### src/rtl/tdm_pkg.sv
// Shared constants and state encoding for the TDM receive path.
package tdm_pkg;
    localparam int N_SLOTS = 16;
    localparam int SLOT_W  = 4;

    typedef enum logic {
        HUNT = 1'b0,
        LOCK = 1'b1
    } state_t;
endpackage

### src/rtl/tdm_demux_1x16_slot_decoder.sv
// 1-to-N_SLOTS one-hot write-enable decode; the structural inverse of the mux tree.
module slot_decoder
    import tdm_pkg::*;
(
    input  logic [SLOT_W-1:0]  slot,
    input  logic               en,
    output logic [N_SLOTS-1:0] we
);
    always_comb begin
        we = '0;
        if (en) we[slot] = 1'b1;
    end
endmodule

### src/rtl/tdm_demux_1x16.sv
// Serial-to-parallel TDM demux: steers each valid bit into its slot and
// presents the reassembled word with a one-cycle valid strobe.
module tdm_demux_1x16
    import tdm_pkg::*;
(
    input  logic               clk,
    input  logic               rst,
    input  logic               din,
    input  logic               din_vld,
    input  logic               sync,
    output logic [N_SLOTS-1:0] dout,
    output logic               dout_vld,
    output logic [SLOT_W-1:0]  slot,
    output logic               locked,
    output logic               sync_err
);
    localparam logic [SLOT_W-1:0] LAST_SLOT = SLOT_W'(N_SLOTS - 1);

    state_t             state;
    logic [N_SLOTS-1:0] shadow;
    logic [N_SLOTS-1:0] we;
    logic [SLOT_W-1:0]  wr_slot;
    logic               wr_en;
    logic               in_lock;

    assign in_lock = (state == LOCK);
    assign locked  = in_lock;

    // A sync beat always writes slot 0, whether acquiring or re-aligning.
    assign wr_slot = sync ? '0 : slot;
    assign wr_en   = din_vld && (in_lock || sync);

    slot_decoder u_dec (
        .slot (wr_slot),
        .en   (wr_en),
        .we   (we)
    );

    always_ff @(posedge clk) begin
        if (rst) begin
            state    <= HUNT;
            slot     <= '0;
            shadow   <= '0;
            dout     <= '0;
            dout_vld <= 1'b0;
            sync_err <= 1'b0;
        end else begin
            dout_vld <= 1'b0;
            sync_err <= 1'b0;
            shadow   <= (shadow & ~we) | (we & {N_SLOTS{din}});
            if (din_vld) begin
                case (state)
                    HUNT: begin
                        if (sync) begin
                            state <= LOCK;
                            slot  <= SLOT_W'(1);
                        end
                    end
                    LOCK: begin
                        if (sync) begin
                            // Early sync drops the partial frame and restarts at slot 1.
                            sync_err <= (slot != '0);
                            slot     <= SLOT_W'(1);
                        end else begin
                            slot <= slot + SLOT_W'(1);
                            if (slot == LAST_SLOT) begin
                                dout     <= {din, shadow[N_SLOTS-2:0]};
                                dout_vld <= 1'b1;
                            end
                        end
                    end
                    default: state <= HUNT;
                endcase
            end
        end
    end
endmodule

### config.mk
export PLATFORM = sky130hd
export DESIGN_NAME = tdm_demux_1x16
export DESIGN_NICKNAME = d
export VERILOG_FILES = /design/src/rtl/tdm_pkg.sv /design/src/rtl/tdm_demux_1x16_slot_decoder.sv /design/src/rtl/tdm_demux_1x16.sv
export SDC_FILE = /design/constraint.sdc
export NUM_CORES = 1
export LEC_CHECK = 0
export BUFFER_PORTS_ARGS = -buffer_cell sky130_fd_sc_hd__buf_2
export CORE_MARGIN = 10
export CORE_UTILIZATION = 30
export DETAILED_ROUTE_END_ITERATION = 12
export SYNTH_ARGS = -nofsm -noshare
export SYNTH_HDL_FRONTEND = slang
export SYNTH_SLANG_ARGS = --single-unit
### constraint.sdc
create_clock -name clk -period 2.3 [get_ports clk]
set_input_delay 0.23 -clock clk [delete_from_list [all_inputs] [get_ports clk]]
set_output_delay 0.23 -clock clk [all_outputs]
set_load 0.005 [all_outputs]
==> results of run 1 <==
-- routing by layer --
metal | up-vias | GRT usage, %
met5 | - | 0
met4 | 0 | 3.491
met3 | 8 | 4.282
met2 | 30 | 14.87
met1 | 653 | 11.35
li1 | 706 | -
-- path summary, 6_finish.rpt --
| path | depth (start not counted) | from | to |
|---|---|---|---|
| worst max-delay path | 4 | slot[0] | dout[5] |
| worst min-delay path | 3 | din | flop |
| worst min register to register | 2 | flop | dout[5] |
| worst max register to register | 4 | slot[0] | dout[5] |
-- through the flow --
| step | util [%] | total power, mW |
|---|---|---|
| finish | 35.51 | 1.298 |
| global route | 35.51 | 1.352 |
| CTS | 35.51 | 1.316 |
| detailed placement | 33.45 | 0.7421 |
| global placement | 33.45 | 0.7412 |
| floorplan | - | 0.7256 |
-- report_power, final --
part	leakage, nW	total, mW	internal, mW	switching, mW
clock network	0.0573	0.572	0.347	0.225
logic	0.437	0.0553	0.0199	0.0354
registers	0.307	0.671	0.662	0.00886
total	0.801	1.30	1.03	0.270
-- final cells by class --
type / instances / area (um^2)
clock inverters: 1 / 30.03
repair buffers: 30 / 157.7
multi-input cells: 128 / 810.8
clock buffers: 6 / 82.58
fillers: 587 / 3530
well taps: 72 / 90.09
flip-flops and latches: 38 / 760.7
inverters: 3 / 11.26
-- worst register-to-register path, stage by stage, from the launching register on --
cell	delay, ps
dfxtp_1	560
ha_1	270
nand3_1	410
o21ai_0	330
a21oi_1	90
-- kinds of logic (layout without fill, tap and decap cells) --
family	count (synthesis)	count (layout)	synth area share (%)
AO/OA/AOI/OAI	51	51	16.64
buffers and inverters	21	40	6.686
adder cells (fa/ha/maj)	2	2	1.486
AND/OR/NAND/NOR	63	63	22.88
flip-flops	38	38	45.17
multiplexers	12	12	7.133
-- placed cells by master, fill, tap and decap left out --
master      n
mux2i_1    12
clkbuf_8    6
nor3b_2     1
nand2_1     1
or3_1       2
buf_2      27
nand2b_2    1
and2_1      1
and3b_1     2
buf_4       3
nand4_1     6
ha_1        2
bufinv_16   1
nor2_1      5
o22ai_1     1
a21oi_1    23
o21ai_1     1
nand4b_1    1
a22oi_1     1
o31ai_1     1
o21ai_0    19
nand2b_1   13
and3_1      1
nand3_1    22
dfxtp_1    38
a211oi_1    1
o211ai_1    1
inv_1       3
a41oi_1     1
nor2b_1     1
and4bb_2    1
a21bo_2     2
nor3b_1     1
nand3b_1    1
nor3_1      1
or4b_1      1
nand4_2     1
==> results.cfg, run 1 <==
[timing]
post-route-worst-setup-slack_ps = 513.0
relSlewSlack_pct = 56.39
max_freq_mhz = 559.6
holdWs_ps = 262.3
report.final.slew_viol_count = 0
tightest_slew_ps = 652.2
setup_viol_count_final = 0
fin_worst_skew_ps = 4.513
fin_crit_sh_pct = 77.69
unrepaired_setup_endpoints_after_global_routing = no
timing.final.crit_period_ps = 1787
hold_violations = 0
tns_ps = 0

[clock_tree]
numCtsBuffers = 5
clkLatencyLatePin_ps = 290
htree_levels = 2
clk_pin_slew_worst_paths_ps = 70
clock_path_buffers = 2
tritoncts_clock_tree = built
cts.repair.resized = 0
cts.hold.buffers_added = 0
cts_num_sinks = 38
clock_tree.root_cell = clkbuf_8
cts.repair_timing.setup_buffer_count = 0

[power_and_ir_drop]
worst_vdd_ir_mv = 0.2827
power_per_cell_area_nw_per_um2 = 668.0
leakagePower_nw = 0.8006

[final_layout]
stdcell_count = 278
synthToLayoutAreaGrowth_pct = 15.38
postLayoutCellArea_um2 = 1943
final_layout_size_suffix_gt1_share_pct = 20.87
finish.net_count = 213
diodes = 0

[drt]
via_count = 1397
routed_via_density = 5.025
routed.top_layer = met4
drt_pass1_iterations = 4
routed-wl-met3_um = 194
drt_drc_violations_left = 0
antenna_violating_nets_post_route = 0
routedWlPerCell_um = 13.87
detail_route.wirelength_um = 3856
met2RoutedLength_um = 1805
met1Wirelength_um = 1775
dr.first_iter.drc_count = 83

[global_routing]
grt_start_max_net_pins = 39
first_pass_grt_wire_length_um = 6796
groute.usage.overall_pct = 9.551
grt_antenna_before_repair = 0
grt_remaining_overflow = 0
number_of_global_route_vias_before_repair = 1368

[yosys]
synthDistinctLibCells = 39
synth.area.top_cells = dfxtp_1 45%, mux2i_1 7.1%, a21oi_1 6.8%
leading_register_cell_type_out_of_synthesis = dfxtp_1
synth_commonest_cells = 38 x dfxtp_1, 23 x a21oi_1, 22 x nand3_1, 19 x o21ai_0, 13 x nand2b_1
seq_cells_post_synth = 38
synthesis.nets = 194
post_synth.cell_area_avg_um2 = 9.006
post-synth-top-area-cell = dfxtp_1
post_synthesis_instance_area_um2 = 1684
async_reset_ff_share_pct = 0
seq_area_frac_synth_pct = 45.17
synth_top_area_share_pct = 45.17
synth_edf_count = 0
yosys.cell_count.top_type = dfxtp_1
synth.yosys.warnings = 0
post_synthesis_cell_count = 187

[critical_path]
critPathCaptureType = flop
critPathMaxStageDelay_ps = 560
crit_path_category = flop to flop
required_ps = 2460
worst_path_cell_trace = ha_1 -> nand3_1 -> o21ai_0 -> a21oi_1
worst_path_max_delay_cell = dfxtp_1
worstPathMaxFanout = 17
path_buf_inv = 0
cell_family_with_most_cp_delay = flip-flops
setup.reg_to_reg.worst_slack_ps = 510
critPathLaunchType = flop
crit_arrival_ps = 1950

[die]
area_enclosed_by_the_die_boundary_um2 = 9011
io_pins = 28
area_of_the_core_um2 = 5473
die_w_um = 94.93
initial_utilization_pct = 30.77
die_y_um = 94.93
num_rows = 27

[placement]
placedCellCount = 271
gpl_wtd_cong = 0.7814
preCtsSetupSlack_ps = 461.4
detailedPlacementHpwl_um = 2671
placedInstanceArea_um2 = 1831
portBuffers = 27

[outcome]
run_status = finished clean

[flow_run]
drv.max_cap_violation_count = 0

[min_path]
hold_path_class = input pin to flop
Power figures use the tool's default switching activity.
==> run 2: changes to the inputs <==
Clock period 2.3 ns to 1.7 ns, I/O delays scaled along.
==> run 2 against run 1 <==
Power up 37%. Clock skew about the same. Non-clock buffer count up 6. Clock power increased by 37%. Hold slack lost 86 ps. Largest power group unchanged. Highest routed layer unchanged.
==> results.cfg, run 2 (synthesis gave the netlist of run 1 again) <==
[drt]
drt_drc_violations_left = 0
routed_via_density = 4.930
drt_pass1_iterations = 4
routedWlPerCell_um = 14.05
dr.first_iter.drc_count = 157
via_count = 1400
detail_route.wirelength_um = 3991
antenna_violating_nets_post_route = 0

[global_routing]
grt_antenna_before_repair = 0
number_of_global_route_vias_before_repair = 1416
groute.usage.overall_pct = 9.582
first_pass_grt_wire_length_um = 6913
grt_start_max_net_pins = 31
grt_remaining_overflow = 0

[clock_tree]
clock_path_buffers = 2
cts.hold.buffers_added = 0
clkLatencyLatePin_ps = 290
clock_tree.root_cell = clkbuf_8
clk_pin_slew_worst_paths_ps = 80
numCtsBuffers = 5
cts_num_sinks = 38
htree_levels = 2
cts.repair_timing.setup_buffer_count = 0
cts.repair.resized = 0
tritoncts_clock_tree = built

[final_layout]
layout_common_cells = 38 x dfxtp_1, 27 x buf_2, 23 x a21oi_1
finish.net_count = 219
fill_cells = 593
diodes = 0
layout.cells.most_common = dfxtp_1
final_layout_size_suffix_gt1_share_pct = 23.11
synthToLayoutAreaGrowth_pct = 18.80
stdcell_count = 284

[timing]
report.final.slew_viol_count = 0
hold_violations = 0
relSlewSlack_pct = 69.40
tightest_slew_ps = 459.0
tns_ps = 0
setup_viol_count_final = 0
fin_crit_sh_pct = 82.65
holdWs_ps = 176.5
post-route-worst-setup-slack_ps = 295.0
timing.final.crit_period_ps = 1405
unrepaired_setup_endpoints_after_global_routing = no
max_freq_mhz = 711.7
fin_worst_skew_ps = 4.105

[critical_path]
required_ps = 1860
path_buf_inv = 0
crit_path_category = flop to flop
worst_path_max_delay_cell = dfxtp_1
worst_path_cell_trace = nor3b_1 -> nand4_1 -> mux2i_1
cell_family_with_most_cp_delay = simple AND/OR/NAND/NOR gates
critPathCaptureType = flop
crit_arrival_ps = 1560
critPathMaxStageDelay_ps = 510
worstPathMaxFanout = 11
critPathLaunchType = flop

[placement]
preCtsSetupSlack_ps = 312.9
placedCellCount = 277
gpl_wtd_cong = 0.7980
detailedPlacementHpwl_um = 2750
portBuffers = 27

[die]
area_enclosed_by_the_die_boundary_um2 = 9011
die_y_um = 94.93
num_rows = 27
initial_utilization_pct = 30.77
die_w_um = 94.93
area_of_the_core_um2 = 5473
io_pins = 28

[power_and_ir_drop]
leakagePower_nw = 0.8319
power_per_cell_area_nw_per_um2 = 888.2
worst_vdd_ir_mv = 0.2975

[min_path]
hold_path_class = input pin to flop

[flow_run]
drv.max_cap_violation_count = 0

[outcome]
run_status = finished clean
## run 2: changes by cell type in the layout (fill, tap and decap cells not counted)
cell | previous run | this run
buf_4 | 3 | 8
buf_12 | 0 | 1
## run 2: path summary, 6_finish.rpt
path | startpoint | to | slack (ps) | cells past startpoint
max | slot[3] | flop | 290 | 3
min | rst | slot[2] | 180 | 2
max reg2reg | slot[3] | flop | 290 | 3
min reg2reg | flop | dout[3] | 470 | 2
## run 2: metrics by stage
step                      util (%)  area (um^2)  total power [mW]
after floorplan                  -         1684            0.9816
after global placement       34.50         1888             1.013
after detailed placement     34.50         1888             1.012
after CTS                    36.56         2001             1.805
after global routing         36.56         2001             1.834
final                        36.56         2001             1.777
## run 2: power by group
part	switching (mW)	leakage, nW	internal (mW)	total [mW]
clock network	0.316	0.0573	0.470	0.785
registers	0.00713	0.307	0.895	0.902
logic	0.0557	0.468	0.0339	0.0896
total	0.379	0.832	1.40	1.78
## run 2: cell type report
class	instances	area (um^2)	area share [%]
multi-input cells	128	810.8	40.53
flip-flops and latches	38	760.7	38.02
repair buffers	36	215.2	10.76
well taps	72	90.09	4.503
clock buffers	6	82.58	4.128
clock inverters	1	30.03	1.501
inverters	3	11.26	0.5629
## run 2: per-layer routing
layer,routed length (um),up-vias,GRT usage (%)
met5,0,-,0
met4,55,0,3.367
met3,202,6,3.331
met2,1839,24,15.90
met1,1894,656,11.21
li1,-,714,-
==> run 3: changes to the inputs <==
Settings changed: ABC_AREA set to 1.
Clock period 1.7 ns to 1.3 ns, I/O delays scaled along.
==> run 3 against run 2 <==
Power rose by 25%. Register-to-register slack got worse by 290 ps. Sequential power rose by 31%. Count of clock-buffer cells in the layout did not move. Maximum frequency rose by 8.8%. Area after synthesis rose by 1.0%. Cell count rose by 32%. Critical path depth rose by 5. Sequential cell count did not move. Worst setup slack got worse by 290 ps. Global-route usage fell by 0.27 points. Via count rose by 16%. Critical path type unchanged. Highest routed layer unchanged.
==> results.cfg, run 3 <==
[outcome]
run_status = finished clean

[power_and_ir_drop]
switching_power_mw = 0.5602
fin_total_pwr_mw = 2.216
share_comb_of_total_power_pct = 7.1
power_per_cell_area_nw_per_um2 = 1002
clockPowerShare_pct = 39.7
worst_vdd_ir_mv = 0.4480
p_int_mw = 1.655
power_frac_seq_pct = 53.3
leakagePower_nw = 1.040
power.share.switching_pct = 25.28

[yosys]
yosys.cell_count.top_type = nand2_1
seq_cells_post_synth = 38
synth.yosys.warnings = 0
synthDistinctLibCells = 23
synthesis.nets = 263
synth_top_area_share_pct = 44.71
async_reset_ff_share_pct = 0
synth_edf_count = 0
post_synthesis_instance_area_um2 = 1702
seq_area_frac_synth_pct = 44.71
post_synth.cell_area_avg_um2 = 6.647
post-synth-top-area-cell = dfxtp_1
synth_commonest_cells = 70 x nand2_1, 62 x nor2_1, 38 x dfxtp_1, 26 x inv_1, 24 x nand3_1
leading_register_cell_type_out_of_synthesis = dfxtp_1
synth.area.top_cells = dfxtp_1 45%, nand2_1 15%, nor2_1 14%
post_synthesis_cell_count = 256

[die]
initial_utilization_pct = 30.90
area_of_the_core_um2 = 5507
area_enclosed_by_the_die_boundary_um2 = 9085
io_pins = 28
num_rows = 27
die_y_um = 95.32
die_w_um = 95.32

[final_layout]
synthToLayoutAreaGrowth_pct = 30.00
stdcell_count = 374
layout.cells.most_common = nand2_1
fill_cells = 593
final_layout_size_suffix_gt1_share_pct = 24.50
finalCoreUtilization_pct = 40.17
finish.net_count = 308
postLayoutCellArea_um2 = 2212
diodes = 0
layout_common_cells = 69 x nand2_1, 57 x nor2_1, 34 x dfxtp_1

[global_routing]
grt_antenna_before_repair = 0
number_of_global_route_vias_before_repair = 1530
grt_start_max_net_pins = 33
groute.usage.overall_pct = 9.312
grt_remaining_overflow = 0
first_pass_grt_wire_length_um = 6741

[clock_tree]
numCtsBuffers = 5
clk_pin_slew_worst_paths_ps = 80
clock_path_buffers = 2
clkLatencyLatePin_ps = 300
cts_num_sinks = 38
tritoncts_clock_tree = built
cts.hold.buffers_added = 0
htree_levels = 2
clock_tree.root_cell = clkbuf_8

[placement]
portBuffers = 27
gpl_wtd_cong = 0.8166
placedCellCount = 361
preCtsSetupSlack_ps = 23.59
placedInstanceArea_um2 = 2006
detailedPlacementHpwl_um = 2833

[timing]
unrepaired_setup_endpoints_after_global_routing = yes
tightest_slew_ps = 284.3
tns_ps = 0
hold_violations = 0
timing.final.crit_period_ps = 1291
post-route-worst-setup-slack_ps = 8.912
max_freq_mhz = 774.5
holdWs_ps = 59.38
fin_crit_sh_pct = 99.31
relSlewSlack_pct = 80.98
fin_worst_skew_ps = 10.74
setup_viol_count_final = 0
report.final.slew_viol_count = 0

[drt]
detail_route.wirelength_um = 4303
routed_via_density = 4.342
drt_pass1_iterations = 4
dr.first_iter.drc_count = 72
routedWlPerCell_um = 11.51
via_count = 1624
drt_drc_violations_left = 0
antenna_violating_nets_post_route = 0

[critical_path]
crit_path_start = slot[0]
worstPathMaxFanout = 8
critPathLaunchType = flop
required_ps = 1490
crit_arrival_ps = 1480
critPathCaptureType = flop
rr_worst_depth = 8
reg2reg_start = slot[0]
crit_path_category = flop to flop

[min_path]
holdCritStartpoint = rst
hold_path_class = input pin to flop
min_delay_path_depth = 2

[flow_run]
drv.max_cap_violation_count = 0
## run 3: cell families after synthesis
kind of cell | synth area share, %
adders and majority gates | 1.470
DFF | 44.71
AOI/OAI and AO/OA | 4.044
buffers and inverters | 9.338
xor gates and xnor gates | 0.5148
and+or+nand+nor | 39.93
## run 3: worst paths after layout
path	to	slack, ps
setup / recovery	dout[10]	9
hold reg to reg	dout[6]	480
setup reg to reg	dout[10]	9
hold / removal	slot[3]	60
## run 3: power groups by stage
stage	combinational, mW	sequential [mW]	clock (mW)
after CTS	0.152	1.18	0.902
after detailed placement	0.152	1.21	0
final	0.156	1.18	0.879
after global routing	0.181	1.18	0.951
after global placement	0.150	1.21	0
after floorplan	0.0938	1.21	0
## run 3: layout make-up
class	count	area (um^2)	area share, %
inverter	28	105.1	4.751
multi-input combinational	180	804.5	36.37
clock inverter	2	12.51	0.5656
timing repair buffer	48	351.6	15.89
clock buffer	6	82.58	3.733
tap	72	90.09	4.072
sequential	38	765.7	34.62
## run 3: timing repair
action / in CTS / in global routing
buffers inserted: 0 / 2
endpoints found under the setup margin: 0 / 32
resized for setup: 0 / 14
endpoints found under the hold margin: 0 / 0
## run 3: per-layer routing
layer | vias up | wire length (um) | track usage (%)
met4 | 0 | 72 | 4.239
met3 | 7 | 270 | 2.828
met1 | 710 | 2036 | 11.19
met2 | 33 | 1924 | 14.94
met5 | - | 0 | 0
li1 | 874 | - | -
## run 3: worst max-delay path, stage by stage, from the launching register on
cell       delay, ps
dfxtp_2          330
ha_2             170
nand2_2           80
nor3_4           170
buf_6            150
clkbuf_16        150
nand2_1           50
nand2_1           50
nor2_1            30
